===== src/rtl/mux_sel_pipe.sv =====
// Registered N:1 selector with valid/ready handshake.
// A 2-entry skid buffer keeps 1 word/cycle with a registered in_ready.
module mux_sel_pipe #(
    parameter int   WIDTH  = 5,
    parameter int   NUM_IN = 2,
    localparam int  SEL_W  = $clog2(NUM_IN)
) (
    input  logic                    clk,
    input  logic                    reset,
    input  logic [NUM_IN*WIDTH-1:0] in_data,
    input  logic [SEL_W-1:0]        in_sel,
    input  logic                    in_valid,
    output logic                    in_ready,
    output logic [WIDTH-1:0]        out_data,
    output logic                    out_err,
    output logic                    out_valid,
    input  logic                    out_ready
);

    logic [NUM_IN-1:0] hit;
    logic [WIDTH-1:0]  masked [NUM_IN];
    logic [WIDTH-1:0]  sel_word;
    logic              sel_err;

    // One-hot decode of the select; no hit means an out-of-range index.
    generate
        for (genvar gi = 0; gi < NUM_IN; gi++) begin : g_sel
            assign hit[gi]    = (in_sel == SEL_W'(gi));
            assign masked[gi] = hit[gi] ? in_data[gi*WIDTH +: WIDTH] : '0;
        end
    endgenerate

    always_comb begin
        sel_word = '0;
        for (int i = 0; i < NUM_IN; i++) begin
            sel_word = sel_word | masked[i];
        end
        sel_err = ~|hit;
    end

    logic [WIDTH-1:0] or_data_reg;
    logic             or_err_reg;
    logic             or_valid_reg;
    logic [WIDTH-1:0] sk_data_reg;
    logic             sk_err_reg;
    logic             sk_valid_reg;
    logic             in_ready_reg;

    logic accept;
    logic transfer;

    assign accept   = in_valid & in_ready_reg;
    assign transfer = or_valid_reg & out_ready;

    always_ff @(posedge clk) begin
        if (reset) begin
            or_data_reg  <= '0;
            or_err_reg   <= 1'b0;
            or_valid_reg <= 1'b0;
            sk_data_reg  <= '0;
            sk_err_reg   <= 1'b0;
            sk_valid_reg <= 1'b0;
            in_ready_reg <= 1'b1;
        end else begin
            if (!or_valid_reg || transfer) begin
                if (sk_valid_reg) begin
                    or_data_reg  <= sk_data_reg;
                    or_err_reg   <= sk_err_reg;
                    or_valid_reg <= 1'b1;
                    // SK refills in the same cycle if a new word arrives.
                    sk_valid_reg <= accept;
                    in_ready_reg <= ~accept;
                    if (accept) begin
                        sk_data_reg <= sel_word;
                        sk_err_reg  <= sel_err;
                    end
                end else if (accept) begin
                    or_data_reg  <= sel_word;
                    or_err_reg   <= sel_err;
                    or_valid_reg <= 1'b1;
                end else begin
                    or_valid_reg <= 1'b0;
                end
            end else if (accept) begin
                // OR stalled: overflow word parks in SK and in_ready drops.
                sk_data_reg  <= sel_word;
                sk_err_reg   <= sel_err;
                sk_valid_reg <= 1'b1;
                in_ready_reg <= 1'b0;
            end
        end
    end

    assign in_ready  = in_ready_reg;
    assign out_data  = or_data_reg;
    assign out_err   = or_err_reg;
    assign out_valid = or_valid_reg;

endmodule


===== config.mk =====
export PLATFORM = sky130hd
export DESIGN_NAME = mux_sel_pipe
export DESIGN_NICKNAME = d
export VERILOG_FILES = /design/src/rtl/mux_sel_pipe.sv
export SDC_FILE = /design/constraint.sdc
export NUM_CORES = 1
export LEC_CHECK = 0
export ABC_CLOCK_PERIOD_IN_PS = 3200
export CORE_ASPECT_RATIO = 0.7
export CORE_MARGIN = 1.5
export CORE_UTILIZATION = 31
export CTS_BUF_LIST = sky130_fd_sc_hd__clkbuf_16
export DETAILED_ROUTE_END_ITERATION = 7
export PLACE_DENSITY = 0.59
export SYNTH_ARGS = -nofsm -noshare
export SYNTH_HDL_FRONTEND = slang
export SYNTH_SLANG_ARGS = --single-unit

===== constraint.sdc =====
create_clock -name clk -period 3.2 [get_ports clk]
set_input_delay 0.64 -clock clk [delete_from_list [all_inputs] [get_ports clk]]
set_output_delay 0.64 -clock clk [all_outputs]
set_load 0.005 [all_outputs]

==> flow_metrics.tcl <==
set metrics [dict create \
    status "finished clean" \
    finalSetupViolCount 0 \
    holdWs_ps 451 \
    vias 540 \
    slew_violations 0 \
    cts_max_path_buffers 2 \
    synth.largest_area_cell "dfxtp_1" \
    clkPwrFrac_pct 47.5 \
    synth-seq-cells 13 \
    power_frac_seq_pct 37.9 \
    die-height_microns 41.9 \
    cp_top_family "buffers and inverters" \
    cp-start-kind "register" \
    num_rows 13 \
    ir_worst_vdd_v 0.000274 \
    routabilityCongestion 0.695 \
    ctsResizeCount 0 \
    syn_to_final_growth_pct 39.6 \
    synth_warnings 0 \
    leakage_nw 0.355 \
    ioPinCount 23 \
    grt_max_degree 20 \
    syn_area_per_cell_sq_um 9.56 \
    r2r_cells 3 \
    drtIter0Drc 6 \
    crit_cells 1 \
    crit_path_cell_trace "clkdlybuf4s50_1" \
    root_buffer "clkbuf_16" \
    max_stage_delay_ps 580 \
    drive_gt1_share_pct 9.20 \
    rsz0062_at_grt "false" \
    r2r-end "out_data[0]" \
    nets 103 \
    skew_ps 1.20 \
    synth_top_area_share_pct 38.9 \
    hold_path_class "reg -> reg" \
    crit_buf_inv 1 \
    synth_cell_type_count 21 \
    wirelength_microns 1350 \
    seq_area_sq_um 260 \
    synthFlopType "dfxtp_1" \
    synth_nets 85 \
    cts_tree "done" \
    grt_pass1_vias 507 \
    drv_cap 0 \
    numCtsBuffers 3 \
    antenna_found_initial 0 \
    grt_first_pass_wirelength_microns 2280 \
    port_buffers 21 \
    cts_setup_buffers 0 \
    worstPathArrival_ps 1370 \
    p_switching_mw 0.101 \
    grt_usage_pct 12.6 \
    intPower_mw 0.382 \
    rrSetupSlack_ps 1840 \
    yosys-top-cells-area "dfxtp_1 39%, o2111a_1 8.4%, mux2i_1 7.5%" \
    fin_crit_ps 2010 \
    drt_pass1_iterations 4 \
    seq_area_frac_synth_pct 38.9 \
    fin_setup_tns_ps 0 \
    place_ws_ps 1120 \
    grt-ovfl-total 0 \
    antenna_cells 0 \
    crit_required_ps 2560 \
    setup_ws_ps 1190 \
    worstSetupStartpoint "in_ready" \
    pwr_density_cell_nw_per_um2 516 \
    cts.sinks 13 \
    synth_edf_count 0 \
    finalHoldViolCount 0 \
    synth.most_common_cell "dfxtp_1" \
    drtAntennaViolNets 0 \
    fillCellCount 201 \
    multi_input_area_sq_um 335 \
    die-area_sq_um 2450 \
    via_per_inst 4.95 \
    cts.reportedPaths.clkPinSlew_ps 40 \
    setup.worst_path.end "in_ready" \
    endpoint_kind "output port" \
    synthTopCellsByCount "13 x dfxtp_1, 6 x inv_1, 6 x nand2_1, 6 x o21ai_0" \
    fmax_ghz 0.499 \
    combPwrFrac_pct 14.6 \
    critPathMaxFanout 10 \
    tightest_slew_ps 571 \
    die_w_microns 58.5 \
    core_area_sq_um 1950 \
    drc 0 \
    reg2reg_from "sk_valid_reg" \
    crit_type "reg -> out" \
    netSwitchingFraction_pct 20.9 \
    clk_latency_ps 240 \
    ys_async_sr_fraction_pct 0 \
    start_util_pct 34.3 \
    ctsHoldBuffers 0 \
    crit_path_top_delay_cell "clkdlybuf4s50_1" \
    htree_levels 1 \
    synthCells 70 \
    slew_headroom_pct 61.9 \
    syn_area_sq_um 669 \
    fin_crit_sh_pct 62.7 \
    post_drt_wl_per_cell_microns 12.4 \
]
==> final cells by class <==
type	instances	share of cell area, %
multi-input combinational	43	35.9
sequential	13	27.8
timing repair buffer	21	22.5
clock buffer	3	8.03
tap	22	2.95
inverter	6	2.41
clock inverter	1	0.402
==> per-layer routing <==
| metal | vias to the layer above | GRT usage, % | routed length (microns) |
|---|---|---|---|
| met2 | 16 | 17.5 | 552 |
| li1 | 283 | - | - |
| met5 | - | 0 | 0 |
| met4 | 0 | 5.58 | 22 |
| met3 | 4 | 5.61 | 94 |
| met1 | 237 | 16.6 | 681 |
==> cell families after synthesis <==
kind of cell / count (synthesis) / synth area share (%)
buf+inv: 14 / 11.0
xor+xnor: 1 / 1.31
other cells: 1 / 0.560
compound gates: 27 / 32.9
simple gates: 9 / 7.85
flops: 13 / 38.9
mux: 5 / 7.48
==> worst min-delay path by stage <==
| stage | endpoint | slack (ps) | from | cells after the start |
|---|---|---|---|---|
| CTS | sk_data_reg[2] | 460 | sk_data_reg[2] | 2 |
| finish | sk_data_reg[1] | 450 | sk_data_reg[1] | 2 |
| global placement | sk_data_reg[2] | 440 | sk_data_reg[2] | 2 |
| global route | sk_data_reg[1] | 470 | sk_data_reg[1] | 2 |
| floorplan | sk_data_reg[0] | 430 | sk_data_reg[0] | 2 |
| detailed placement | sk_data_reg[2] | 450 | sk_data_reg[2] | 2 |
==> power by group through the flow <==
| stage | Sequential [mW] | Combinational (mW) | Clock (mW) |
|---|---|---|---|
| floorplan | 0.182 | 0.0408 | 0 |
| global placement | 0.185 | 0.0702 | 0 |
| detailed placement | 0.186 | 0.0708 | 0 |
| CTS | 0.183 | 0.0712 | 0.235 |
| global route | 0.184 | 0.0770 | 0.243 |
| finish | 0.183 | 0.0706 | 0.229 |
==> placed cells by master, fill, tap and decap left out <==
cell	n
clkdlybuf4s50_1	21
o2111a_1	5
a21oi_1	3
xnor2_1	1
clkbuf_16	3
dfxtp_1	13
mux2i_1	5
o21ai_0	6
nand2_1	6
o21ba_4	1
a21oi_2	1
nor3_2	1
nor2b_4	1
conb_1	1
o211ai_2	1
nand2b_1	1
a22o_1	5
a211oi_1	5
inv_1	7
==> metrics by stage <==
stage | instance area (sq um) | power [mW] | utilization (%) | std cells
2_1_floorplan | 669 | 0.223 | - | 70
3_5_place_dp | 856 | 0.257 | 43.8 | 105
3_3_place_gp | 856 | 0.256 | 43.8 | 105
6_report | 935 | 0.483 | 47.9 | 109
4_1_cts | 935 | 0.489 | 47.9 | 109
5_1_grt | 935 | 0.504 | 47.9 | 109
No activity file was read; power rests on OpenSTA's default activity.
